## config.mk

```make
export PLATFORM = sky130hd
export DESIGN_NAME = mod_n_updown_counter_flat
export DESIGN_NICKNAME = d
export VERILOG_FILES = /design/src/rtl/counter_pkg.sv /design/src/rtl/mod_n_updown_counter_if.sv /design/src/rtl/mod_cfg_reg.sv /design/src/rtl/mod_n_updown_counter.sv /design/src/flat_wrapper.sv
export SDC_FILE = /design/constraint.sdc
export NUM_CORES = 1
export LEC_CHECK = 0
export BUFFER_PORTS_ARGS = -buffer_cell sky130_fd_sc_hd__buf_4
export CORE_MARGIN = 2
export CORE_UTILIZATION = 52
export DETAILED_ROUTE_END_ITERATION = 6
export PLACE_DENSITY = 0.79
export SYNTH_ARGS = -nofsm -noshare
export SYNTH_HDL_FRONTEND = slang
export SYNTH_SLANG_ARGS = --single-unit
```

## constraint.sdc

```tcl
create_clock -name clk -period 4.35 [get_ports clk]
set_input_delay 0.87 -clock clk [delete_from_list [all_inputs] [get_ports clk]]
set_output_delay 0.87 -clock clk [all_outputs]
set_load 0.01 [all_outputs]
```

## src/rtl/counter_pkg.sv

```systemverilog
// Shared constants and arithmetic helpers for the modulo-N up/down counter.
// Both the RTL and the bench's reference checks use these helpers.
package counter_pkg;

  localparam logic DIR_UP   = 1'b0;
  localparam logic DIR_DOWN = 1'b1;

  typedef struct packed {
    logic [31:0] count;
    logic        wrap;
  } step_t;

  typedef struct packed {
    logic [31:0] m;
    logic        err;
  } cfg_t;

  // The wrap is always taken through an explicit compare, so M = 2^WIDTH
  // wraps correctly even though the result is later truncated to WIDTH.
  function automatic step_t next_count(input logic [31:0] count,
                                       input logic [31:0] m,
                                       input logic        dir);
    step_t r;
    r.wrap = 1'b0;
    if (dir == DIR_UP) begin
      if (count == m - 32'd1) begin
        r.count = '0;
        r.wrap  = 1'b1;
      end else begin
        r.count = count + 32'd1;
      end
    end else begin
      if (count == '0) begin
        r.count = m - 32'd1;
        r.wrap  = 1'b1;
      end else begin
        r.count = count - 32'd1;
      end
    end
    return r;
  endfunction

  function automatic cfg_t clamp_modulus(input logic [31:0] req,
                                         input logic [31:0] max_m);
    cfg_t r;
    if (req < 32'd2) begin
      r.m   = 32'd2;
      r.err = 1'b1;
    end else if (req > max_m) begin
      r.m   = max_m;
      r.err = 1'b1;
    end else begin
      r.m   = req;
      r.err = 1'b0;
    end
    return r;
  endfunction

endpackage

```

## src/rtl/mod_n_updown_counter_if.sv

```systemverilog
// Control/data bundle of the modulo-N counter; the bench drives the master side.
interface mod_n_updown_counter_if #(
   parameter int MAX_MODULUS = 16
);
   localparam int WIDTH = $clog2(MAX_MODULUS);
   localparam int MW    = $clog2(MAX_MODULUS + 1);

   logic             en;
   logic             load_in;
   logic [WIDTH-1:0] data_in;
   logic             up_down;
   logic             cfg_load;
   logic [MW-1:0]    mod_in;
   logic [WIDTH-1:0] data_out;
   logic [MW-1:0]    modulus_out;
   logic             tc_out;
   logic             load_err;
   logic             cfg_err;

   modport master (
      output en, load_in, data_in, up_down, cfg_load, mod_in,
      input  data_out, modulus_out, tc_out, load_err, cfg_err
   );

   modport slave (
      input  en, load_in, data_in, up_down, cfg_load, mod_in,
      output data_out, modulus_out, tc_out, load_err, cfg_err
   );
endinterface

```

## src/rtl/mod_cfg_reg.sv

```systemverilog
// Modulus register: range-clamps mod_in on cfg_load and pulses cfg_err when clamped.
module mod_cfg_reg
   import counter_pkg::*;
#(
   parameter int MAX_MODULUS     = 16,
   parameter int DEFAULT_MODULUS = 12,
   localparam int MW             = $clog2(MAX_MODULUS + 1)
) (
   input  logic          clk,
   input  logic          rst,
   input  logic          cfg_load,
   input  logic [MW-1:0] mod_in,
   output logic [MW-1:0] m_out,
   output logic          cfg_err
);
   logic [MW-1:0] m_d, m_q;
   logic          cfg_err_d, cfg_err_q;
   cfg_t          cfg;
   logic          unused_cfg_bits;

   assign cfg             = clamp_modulus(32'(mod_in), 32'(MAX_MODULUS));
   assign unused_cfg_bits = ^cfg.m[31:MW];

   // NOTE: every always_comb output gets a default first, so no latch is inferred.
   always_comb begin
      m_d       = m_q;
      cfg_err_d = 1'b0;
      if (cfg_load) begin
         m_d       = cfg.m[MW-1:0];
         cfg_err_d = cfg.err;
      end
   end

   // NOTE: state updates use non-blocking assignments only.
   always_ff @(posedge clk) begin
      if (rst) begin
         m_q       <= MW'(DEFAULT_MODULUS);
         cfg_err_q <= 1'b0;
      end else begin
         m_q       <= m_d;
         cfg_err_q <= cfg_err_d;
      end
   end

   assign m_out   = m_q;
   assign cfg_err = cfg_err_q;
endmodule

```

## src/rtl/mod_n_updown_counter.sv

```systemverilog
// Loadable modulo-N up/down counter with enable, programmable modulus and wrap pulse.
// Priority each edge: rst > cfg_load > load_in > en step > hold.
module mod_n_updown_counter
   import counter_pkg::*;
#(
   parameter int MAX_MODULUS     = 16,
   parameter int DEFAULT_MODULUS = 12
) (
   input  logic                   clk,
   input  logic                   rst,
   mod_n_updown_counter_if.slave  bus
);
   localparam int WIDTH = $clog2(MAX_MODULUS);
   localparam int MW    = $clog2(MAX_MODULUS + 1);

   logic [MW-1:0]    m;
   logic [WIDTH-1:0] count_d, count_q;
   logic             tc_d, tc_q;
   logic             load_err_d, load_err_q;
   step_t            step;
   logic             unused_step_bits;

   mod_cfg_reg #(
      .MAX_MODULUS     (MAX_MODULUS),
      .DEFAULT_MODULUS (DEFAULT_MODULUS)
   ) u_cfg (
      .clk      (clk),
      .rst      (rst),
      .cfg_load (bus.cfg_load),
      .mod_in   (bus.mod_in),
      .m_out    (m),
      .cfg_err  (bus.cfg_err)
   );

   assign step             = next_count(32'(count_q), 32'(m), bus.up_down);
   assign unused_step_bits = ^step.count[31:WIDTH];

   // Loads are checked against the modulus active before this edge.
   always_comb begin
      count_d    = count_q;
      tc_d       = 1'b0;
      load_err_d = 1'b0;
      if (bus.cfg_load) begin
         count_d = '0;
      end else if (bus.load_in) begin
         if (MW'(bus.data_in) < m) begin
            count_d = bus.data_in;
         end else begin
            count_d    = WIDTH'(m - MW'(1));
            load_err_d = 1'b1;
         end
      end else if (bus.en) begin
         count_d = step.count[WIDTH-1:0];
         tc_d    = step.wrap;
      end
   end

   always_ff @(posedge clk) begin
      if (rst) begin
         count_q    <= '0;
         tc_q       <= 1'b0;
         load_err_q <= 1'b0;
      end else begin
         count_q    <= count_d;
         tc_q       <= tc_d;
         load_err_q <= load_err_d;
      end
   end

   assign bus.data_out    = count_q;
   assign bus.modulus_out = m;
   assign bus.tc_out      = tc_q;
   assign bus.load_err    = load_err_q;
endmodule

```

## src/flat_wrapper.sv

```systemverilog
// flat-port wrapper written by rule: the top's interface ports become plain ports
module mod_n_updown_counter_flat import counter_pkg::*;
#(
   parameter int MAX_MODULUS     = 16,
   parameter int DEFAULT_MODULUS = 12
)
  (clk, rst, bus_en, bus_load_in, bus_data_in, bus_up_down, bus_cfg_load, bus_mod_in, bus_data_out, bus_modulus_out, bus_tc_out, bus_load_err, bus_cfg_err);
  mod_n_updown_counter_if #(.MAX_MODULUS(MAX_MODULUS)) bus_i ();
  input  logic clk;
  input  logic rst;
  input wire logic [$bits(bus_i.en)-1:0] bus_en;
  input wire logic [$bits(bus_i.load_in)-1:0] bus_load_in;
  input wire logic [$bits(bus_i.data_in)-1:0] bus_data_in;
  input wire logic [$bits(bus_i.up_down)-1:0] bus_up_down;
  input wire logic [$bits(bus_i.cfg_load)-1:0] bus_cfg_load;
  input wire logic [$bits(bus_i.mod_in)-1:0] bus_mod_in;
  output wire logic [$bits(bus_i.data_out)-1:0] bus_data_out;
  output wire logic [$bits(bus_i.modulus_out)-1:0] bus_modulus_out;
  output wire logic [$bits(bus_i.tc_out)-1:0] bus_tc_out;
  output wire logic [$bits(bus_i.load_err)-1:0] bus_load_err;
  output wire logic [$bits(bus_i.cfg_err)-1:0] bus_cfg_err;
  assign bus_i.en = bus_en;
  assign bus_i.load_in = bus_load_in;
  assign bus_i.data_in = bus_data_in;
  assign bus_i.up_down = bus_up_down;
  assign bus_i.cfg_load = bus_cfg_load;
  assign bus_i.mod_in = bus_mod_in;
  assign bus_data_out = bus_i.data_out;
  assign bus_modulus_out = bus_i.modulus_out;
  assign bus_tc_out = bus_i.tc_out;
  assign bus_load_err = bus_i.load_err;
  assign bus_cfg_err = bus_i.cfg_err;
  mod_n_updown_counter #(.MAX_MODULUS(MAX_MODULUS), .DEFAULT_MODULUS(DEFAULT_MODULUS)) u_core (.clk(clk), .rst(rst), .bus(bus_i));
endmodule
```

==> results by stage, run 1 <==
Outcome:
- The run finished with clean final reports.

Setup path:
- The critical path crosses 6 cells after its start point.
- In this design, the largest share of critical-path delay is due to compound AO/OA/AOI/OAI gates.
- The type of element launching the critical path is an input pin.
- The worst reg2reg path endpoint is u_core.bus.data_out[1]$_SDFFE_PP0P_.
- The worst path buffer plus inverter count is 1.
- STA classifies the critical path endpoint as a register.
- For the worst flop-to-flop path, the logic depth is 7.
- The critical path arrival is 2370 ps.
- Of all nets on the critical path, the largest fanout is 5.
- The classification of the worst setup path is in2reg.
- In this run the register-to-register setup slack is approximately 2200 ps.
- For this run, the slowest stage of the critical path takes around 360 ps.
- The startpoint identified for the worst register-to-register timing path is u_core.u_cfg.m_out[0]$_SDFFE_PP0P_.
- Tracing the worst setup path back leads to its startpoint at bus_data_in[1].
- Data on the critical path is required at its endpoint by 4540 ps.
- The slowest stage of the critical path is the sky130_fd_sc_hd__a2111oi_4 cell.
- The critical path goes through buf_4 > ha_1 > a2111oi_4 > or2_1 > a21oi_1 > a221oi_2.
- The capture point of the worst path is u_core.bus.data_out[1]$_SDFFE_PP0P_.

Synth:
- After synthesis, the share of flip-flops with an asynchronous set or reset is 0%.
- The count of different cell masters after synthesis is 41.
- The area fraction of the dominant cell type after synthesis is between 20% and 30%.
- Sorting the synthesized cells by area gives the leading types as sky130_fd_sc_hd__dfxtp_1, sky130_fd_sc_hd__ha_1, sky130_fd_sc_hd__nor2_1.
- Synthesis handed over a netlist of 119 instances.
- The number of warnings issued by yosys is 0.
- The cell taking the most area after synthesis is sky130_fd_sc_hd__dfxtp_1.
- The most used flip-flop cell after synthesis is sky130_fd_sc_hd__dfxtp_1.
- Yosys mapped a number of flops with a built-in enable equal to 0.
- The portion of the post-synthesis area used by sequential elements is roughly a quarter.
- The synthesized design contains 12 register bits.
- Synthesis produced a netlist with a net count of between 100 and 150.
- The post-synthesis instance area is between 0.001 and 0.0015 mm².
- The synthesized area divided by synthesized cell count is 8.443 µm².

STA:
- The worst path uses between 50% and 60% of the clock period.
- The setup-violating endpoint count in the final report is 0.
- The count of endpoints failing hold in the final timing report is 0.
- The final count of pins violating max slew is 0.
- Static timing analysis puts the maximum clock frequency at between 400 and 500 MHz.
- The clock skew is between 2 and 3 ps.
- Setup repair after global routing left no endpoint under its margin.
- The setup total negative slack is 0 ps.
- The final period demand of the worst path is approximately 2200 ps.
- At the pin with the least slew margin, the transition time is 497.4 ps.
- Headroom to the max-slew limit came out at about two thirds.

Clock tree:
- The longest clock path from root to sink contains 2 buffers.
- The clock tree from TritonCTS is built.
- The number of clock sinks seen by CTS is 12.
- Buffers added to address setup during post-CTS repair amount to 0.
- The worst-skew pair later-pin latency is ~280 ps.
- The root cell of the clock tree is sky130_fd_sc_hd__clkbuf_4.
- CTS built an H-tree with a depth of 1.
- In this run, CTS created clock tree buffers numbering 3.
- The number of cells upsized or downsized after cts is 0.
- The count of hold-fix buffers inserted at cts is 0.
- After clock tree synthesis, the clock-pin slew on the worst setup and hold paths is 80 ps.

Power:
- Registers are responsible for 39.0% of the overall power.
- The net switching power figure is between 0.1 and 0.15 mW.
- For this design the static power due to leakage is roughly 0.54 nW.
- Of the total power, the share spent switching nets is 32.29%.
- The total power draw is between 0.3 and 0.4 mW.
- Per report_power, the combinational group accounts for approximately 33% of the total.
- The total internal power is roughly 0.22 mW.
- In this run the power density over the cells is around 270 mW/mm².
- IR analysis of the VDD net gives a maximum drop of around 0.22 mV.
- The clock share of power is about 28%.

Floorplanning:
- Measured along the x axis, the die boundary spans about 48 µm.
- The floorplan step defined a die boundary enclosing 0.002300 mm².
- The number of ports placed on the die boundary is 27.
- The floorplan has 15 rows.
- The starting density of the core is a little under three fifths.
- The core region area is 0.001764 mm².
- The die is about 48 µm tall.

Cells and area:
- The multi-input combinational cells in the finished layout cover a total of 688.2 µm².
- The register cell area after layout is 240.2 µm².
- In the final design database the tool counted about 160 nets.
- The repair_antennas step left the layout with diodes totalling 0.
- The fraction of layout instances using a drive strength above 1 is 29.08%.
- The filler cells instantiated in the layout total around 160.
- The growth of design area from synthesis to finish is 21.54%.

GRT:
- The global router's overall resource usage is about a quarter.
- The pin count of the biggest net entering global routing is 11.
- The first global-routing pass estimated ~3800 µm of wire.
- The number of antenna violations at the first check in global routing is 0.
- Summed over all layers, the global routing overflow is 0.
- The number of global-route vias before repair was approximately 900.

Route:
- The post-detailed-route via-to-cell ratio is between 5 and 6.
- The count of TritonRoute iterations in the first routing pass is 4.
- The overall routed net length is between 2000 and 2500 µm.
- The routed wire length per instance is about 14 µm.
- The total vias in the final route is about 950.
- After detailed routing, the number of remaining DRC violations is 0.
- The detail route stage leaves a number of antenna-violating nets equal to 0.
- The number of DRC markers in iteration 0 is 19.

Run:
- Max-cap violations in this run came to 0.

Placement:
- The placer's final routability congestion estimate is 0.8148.
- Summed over all nets, the half-perimeter wirelength after detailed placement is between 1500 and 2000 µm.
- In this run the tool buffered the top-level ports with 26 buffer cells.

Worst hold path:
- Along the worst hold path, the cell count comes to 2.
- The worst hold path belongs to the class reg2reg.
==> cells in the final DEF (no fill, tap or decap), types with 5 or more instances in the layout <==
cell                      instances
sky130_fd_sc_hd__a21oi_1         10
sky130_fd_sc_hd__nand2_1          5
sky130_fd_sc_hd__nor2_1          14
sky130_fd_sc_hd__o21ai_0          5
sky130_fd_sc_hd__dfxtp_1         12
sky130_fd_sc_hd__inv_1            8
sky130_fd_sc_hd__buf_4           26
sky130_fd_sc_hd__ha_1             6
sky130_fd_sc_hd__nor3_1           8
==> flip-flops by register name, summed over array words and instances (netlist names) <==
name / cells
u_core.bus.data_out: 4
u_core.bus.load_err: 1
u_core.bus.tc_out: 1
u_core.u_cfg.cfg_err: 1
u_core.u_cfg.m_out: 5
==> worst min-delay path, stage by stage, from the launching register on <==
cell and delay (ps):
sky130_fd_sc_hd__dfxtp_1 350, sky130_fd_sc_hd__mux2i_1 130, sky130_fd_sc_hd__nor2_1 50
==> metrics by stage <==
step | hold slack [ps] | area, µm² | setup slack (ps) | instances | util [%]
detailed placement | 557.7 | 1185 | 1899 | 162 | 67.16
CTS | 571.1 | 1221 | 2196 | 166 | 69.22
global route | 637.8 | 1221 | 2069 | 166 | 69.22
global placement | 565.2 | 1185 | 1961 | 162 | 67.16
floorplan | 564.5 | 1005 | 2166 | 119 | -
finish | 572.5 | 1221 | 2172 | 166 | 69.22
==> kinds of logic after synthesis <==
kind of cell | count (synthesis) | share of synthesized area (%)
simple gates | 41 | 21.42
fa+ha+maj | 6 | 7.472
flops | 12 | 23.91
compound gates | 32 | 26.15
xor+xnor | 7 | 8.220
mux | 5 | 5.230
buf+inv | 16 | 7.596
==> Yosys cell counts, types with 2 or more instances <==
master and count:
sky130_fd_sc_hd__buf_6 2, sky130_fd_sc_hd__o21ai_0 5, sky130_fd_sc_hd__nor3_1 8, sky130_fd_sc_hd__o21bai_1 3
sky130_fd_sc_hd__a221oi_2 3, sky130_fd_sc_hd__xnor2_1 3, sky130_fd_sc_hd__xor2_1 2, sky130_fd_sc_hd__nand3b_1 2
sky130_fd_sc_hd__mux2_2 2, sky130_fd_sc_hd__nand3_1 2, sky130_fd_sc_hd__dfxtp_1 12, sky130_fd_sc_hd__ha_1 6
sky130_fd_sc_hd__clkbuf_1 5, sky130_fd_sc_hd__nand2_1 5, sky130_fd_sc_hd__a211oi_1 2, sky130_fd_sc_hd__nor2_1 14
sky130_fd_sc_hd__mux2i_1 3, sky130_fd_sc_hd__a21oi_1 10, sky130_fd_sc_hd__inv_1 8
==> how the worst min path moves through the flow <==
stage	startpoint	endpoint	slack (ps)
final	u_core.u_cfg.m_out[4]$_SDFFE_PP0P_	u_core.u_cfg.m_out[4]$_SDFFE_PP0P_	570
after global routing	u_core.u_cfg.m_out[3]$_SDFFE_PP1P_	u_core.u_cfg.m_out[3]$_SDFFE_PP1P_	640
after CTS	u_core.u_cfg.m_out[4]$_SDFFE_PP0P_	u_core.u_cfg.m_out[4]$_SDFFE_PP0P_	570
after detailed placement	u_core.u_cfg.m_out[4]$_SDFFE_PP0P_	u_core.u_cfg.m_out[4]$_SDFFE_PP0P_	560
after global placement	u_core.u_cfg.m_out[3]$_SDFFE_PP1P_	u_core.u_cfg.m_out[3]$_SDFFE_PP1P_	570
after floorplan	u_core.u_cfg.m_out[4]$_SDFFE_PP0P_	u_core.u_cfg.m_out[4]$_SDFFE_PP0P_	560
==> power groups by stage <==
| stage | Clock, mW | Combinational (mW) | Sequential, mW |
|---|---|---|---|
| floorplan | 0 | 0.0787 | 0.127 |
| global placement | 0 | 0.104 | 0.129 |
| detailed placement | 0 | 0.107 | 0.129 |
| CTS | 0.0933 | 0.108 | 0.127 |
| global route | 0.0971 | 0.118 | 0.128 |
| finish | 0.0904 | 0.108 | 0.127 |
==> cell type report <==
cell class                 instances  area share, %
timing repair buffer              26          15.98
sequential                        12          19.67
multi-input combinational         91          56.35
tap                               25          2.561
inverter                           8          2.459
clock buffer                       4          2.971
==> routing by layer <==
layer / up-vias / GRT usage, % / routed length [µm]
met5: - / 0 / 0
met4: 0 / 11.89 / 63
met3: 8 / 4.528 / 104
met2: 32 / 41.07 / 1230
met1: 446 / 27.52 / 991
li1: 468 / - / -
Note: power is estimated with default switching activity, not from simulation.
==> run 2, diff against run 1 <==
--- a/config.mk
+++ b/config.mk
@@ -7,9 +7,9 @@
 export LEC_CHECK = 0
 export BUFFER_PORTS_ARGS = -buffer_cell sky130_fd_sc_hd__buf_4
 export CORE_MARGIN = 2
-export CORE_UTILIZATION = 52
+export CORE_UTILIZATION = 46
 export DETAILED_ROUTE_END_ITERATION = 6
-export PLACE_DENSITY = 0.79
+export PLACE_DENSITY = 0.74
 export SYNTH_ARGS = -nofsm -noshare
 export SYNTH_HDL_FRONTEND = slang
 export SYNTH_SLANG_ARGS = --single-unit
==> constraint.sdc (replaced) <==
create_clock -name clk -period 1.77 [get_ports clk]
set_input_delay 0.354 -clock clk [delete_from_list [all_inputs] [get_ports clk]]
set_output_delay 0.354 -clock clk [all_outputs]
set_load 0.01 [all_outputs]
==> run 2 against run 1 <==
  * The flow now finishes with violations (setup timing)
  * Critical path depth is 1 higher
  * Sequential power is 140% higher
  * Count of clock-buffer cells in the layout stayed put
  * Power grew to 2.7 times the previous value
  * Clock power grew to 2.6 times the previous value
  * Wire length is 6.2% higher
  * Non-clock buffer count is 17 higher
  * Worst setup slack worse by 2200 ps
  * Combinational power grew to 3.2 times the previous value
  * Largest cell class unchanged
==> results by stage, run 2 (synthesis results as in run 1) <==
STA:
- The count of endpoints failing hold in the final timing report is 0 (unchanged).
- The final count of pins violating max slew is 0 (unchanged).
- Based on the critical path, the design can be clocked at up to 558.9 MHz.
- Dividing the final minimum period by the clock period gives 101.1%.
- The worst hold-check slack is 270.7 ps (-301.8 ps).
- The worst setup margin is -19.23 ps (-2191 ps).
- The setup-violating endpoint count in the final report is 1 (+1).
- The worst-case headroom to the max-slew limit is 73.93% (+7.2 points).
- The slew at the pin with the worst max-slew slack is 390.5 ps (-106.9 ps).
- The clock skew is 6.653 ps (+3.953 ps).
- The worst path in the final design needs a cycle of about 1800 ps, including I/O delays and setup.
- Setup repair after global routing could not meet its margin everywhere.

Outcome:
- The checks that failed: setup timing.
- The run finished, with violations left.

Power:
- The total internal power is 0.6015 mW (+170%).
- The worst voltage drop across the vdd grid is 0.5420 mV (+150%).
- The share of power burned in registers is 34.3% (-4.7 points).
- The net switching power figure is 0.2859 mW (+170%).
- The leakage power summed over all cells is 0.6386 nW (+19%).
- The net switching fraction of the power is 32.22% (-0.067 points).
- The clock share of power is 26.3% (-1.4 points).
- The fraction of power consumed by combinational cells is 39.4% (+6.2 points).
- The power density over cell area was 621.1 mW/mm² (+130%).

Route:
- The total vias in the final route is 995 (+4.3%).
- The detailed-route DRC error count is 0 (unchanged).
- The post-detailed-route via-to-cell ratio was 5.378 (-6.4%).
- The count of TritonRoute iterations in the first routing pass is 4 (unchanged).
- The routed wire length per instance is 13.71 µm (-4.7%).
- The overall routed net length is 2536 µm (+6.2%).
- The remaining antenna violation count after routing is 0 (unchanged).
- The number of DRC markers in iteration 0 is 25 (+6).

Placement:
- The placer's final routability congestion estimate is 0.8331 (+2.2%).
- The estimated wirelength of the detail-placed design is 2037 µm (+11%).
- The number of buffers added on ports is 26 (unchanged).
- The total instance count after detailed placement is 179 (+10%).

Clock tree:
- The number of buffers on the longest clock path is 2 (unchanged).
- The root cell of the clock tree is sky130_fd_sc_hd__clkbuf_4.
- The H-tree depth reported by CTS is 1 (unchanged).
- The post-CTS clock slew at the launch and capture registers of the worst setup and hold paths was 90 ps (about the same).
- TritonCTS built the clock tree.
- The number of clock sinks seen by CTS is 12 (unchanged).
- The total CTS buffers is 3 (unchanged).
- The worst-skew pair later-pin latency is 290 ps (about the same).
- The count of hold-fix buffers inserted at cts is 0 (unchanged).

Floorplanning:
- The number of ports placed on the die boundary is 27 (unchanged).
- The die width was 50.74 µm (+5.8%).
- The core region area is 0.002002 mm² (+13%).
- The starting density of the core is 50.19% (-6.8 points).
- The die area is 0.002574 mm² (+12%).
- The die height came to 50.74 µm (+5.8%).
- The number of cell rows is 16 (+1).

Cells and area:
- Leaving out fill and tap cells, the most frequent cell in the layout is sky130_fd_sc_hd__buf_4.
- The growth of design area from synthesis to finish is 42.22%.
- The final standard cell count with taps included and fillers excluded is 185 (+11%).
- The number of antenna diodes was 0 (unchanged).
- The count of nets after finishing is 180 (+10%).
- Leaving out fill and tap cells, the most frequent cells in the layout are sky130_fd_sc_hd__buf_4, sky130_fd_sc_hd__nor2_1, sky130_fd_sc_hd__a21oi_1, sky130_fd_sc_hd__nor3_1, sky130_fd_sc_hd__dfxtp_1.
- The number of flip-flops under the largest register name came to 5 (unchanged).
- The fraction of layout instances using a drive strength above 1 is 46.20% (+17 points).

Setup path:
- The worst setup path is launched from a register.
- The classification of the worst setup path is reg2reg.
- The data required time at the worst endpoint came to 1950 ps (-2590 ps).
- The top fanout value on the critical path is 4 (-1).
- STA classifies the critical path endpoint as a register.
- For this design, the slowest cell found on the critical path is sky130_fd_sc_hd__or3b_4.
- The critical path arrival is 1970 ps (-400 ps).
- The worst stage delay on the critical path is 370 ps (about the same).
- Walking the worst path, the cells encountered are inv_4 > ha_4 > or3b_4 > a211oi_2 > nand4b_1 > o211ai_1 > a221oi_2.

GRT:
- The number of antenna violations at the first check in global routing was 0 (unchanged).
- The leftover overflow at the end of global routing is 0 (unchanged).
- The number of global-route vias before repair came to 1,001 (+12%).
- The first-pass GRT wire length is 4450 µm (+17%).
- The pin count of the biggest net entering global routing was 11 (unchanged).
- The global router's overall resource usage is 23.13% (-0.55 points).

Run:
- The number of max-cap violations was 0 (unchanged).

Worst hold path:
- The path class of the lowest-slack min-delay path is in2reg.
[run 2: changes by cell type in the layout (fill, tap and decap cells not counted), sizes merged]
cell / previous run / this run
buf: 26 / 43
[run 2: repair_timing]
item	CTS	global route
pin swaps	7	12
buffers inserted	2	0
setup endpoints to repair	5	5
resized for setup	4	4
[run 2: area by class of cell]
cell class	count	area [µm²]
multi-input combinational	91	742.0
fill	171	573.1
timing repair buffer	43	335.3
sequential	12	249.0
clock buffer	4	36.28
tap	27	33.78
inverter	8	32.53
[run 2: worst paths after layout]
| kind | cells after the start | to | from | slack (ps) |
|---|---|---|---|---|
| max | 7 | u_core.bus.data_out[1]$_SDFFE_PP0P_ | u_core.u_cfg.m_out[1]$_SDFFE_PP0P_ | -20 |
| min | 2 | u_core.u_cfg.m_out[1]$_SDFFE_PP0P_ | rst | 270 |
| min reg2reg | 3 | u_core.u_cfg.m_out[3]$_SDFFE_PP1P_ | u_core.u_cfg.m_out[3]$_SDFFE_PP1P_ | 620 |
| max reg2reg | 7 | u_core.bus.data_out[1]$_SDFFE_PP0P_ | u_core.u_cfg.m_out[1]$_SDFFE_PP0P_ | -20 |
[run 2: through the flow]
stage	setup TNS [ps]	cell area, µm²	utilization [%]	power (mW)	worst slack [ps]
after detailed placement	-205.6	1340	66.94	0.6360	-79.87
after global placement	-57.48	1340	66.94	0.6258	-28.65
final	-19.23	1429	71.38	0.8875	-19.23
after global routing	-270.5	1429	71.38	0.9401	-112.2
after CTS	-76.88	1415	70.69	0.8883	-55.05
after floorplan	-18.28	1055	-	0.5192	-18.28
[run 2: power by group through the flow]
stage | registers, mW | clock network [mW] | logic (mW)
global placement | 0.308 | 0 | 0.317
floorplan | 0.313 | 0 | 0.206
global route | 0.307 | 0.250 | 0.384
finish | 0.305 | 0.233 | 0.349
CTS | 0.304 | 0.241 | 0.344
detailed placement | 0.309 | 0 | 0.327
[run 2: worst max-delay path: cells and delay by family, from the launching register on]
kind	cells	cell delay (ps)
and+or+nand+nor	2	600
DFF	1	340
buffers and inverters	1	70
adders and majority gates	1	120
AOI/OAI and AO/OA	3	540
[run 2: routing by layer]
metal / track usage (%) / vias up / wire, µm
li1: - / 500 / -
met1: 26.10 / 460 / 1052
met2: 42.54 / 28 / 1327
met3: 4.167 / 7 / 109
met4: 9.009 / 0 / 47
met5: 0 / - / 0
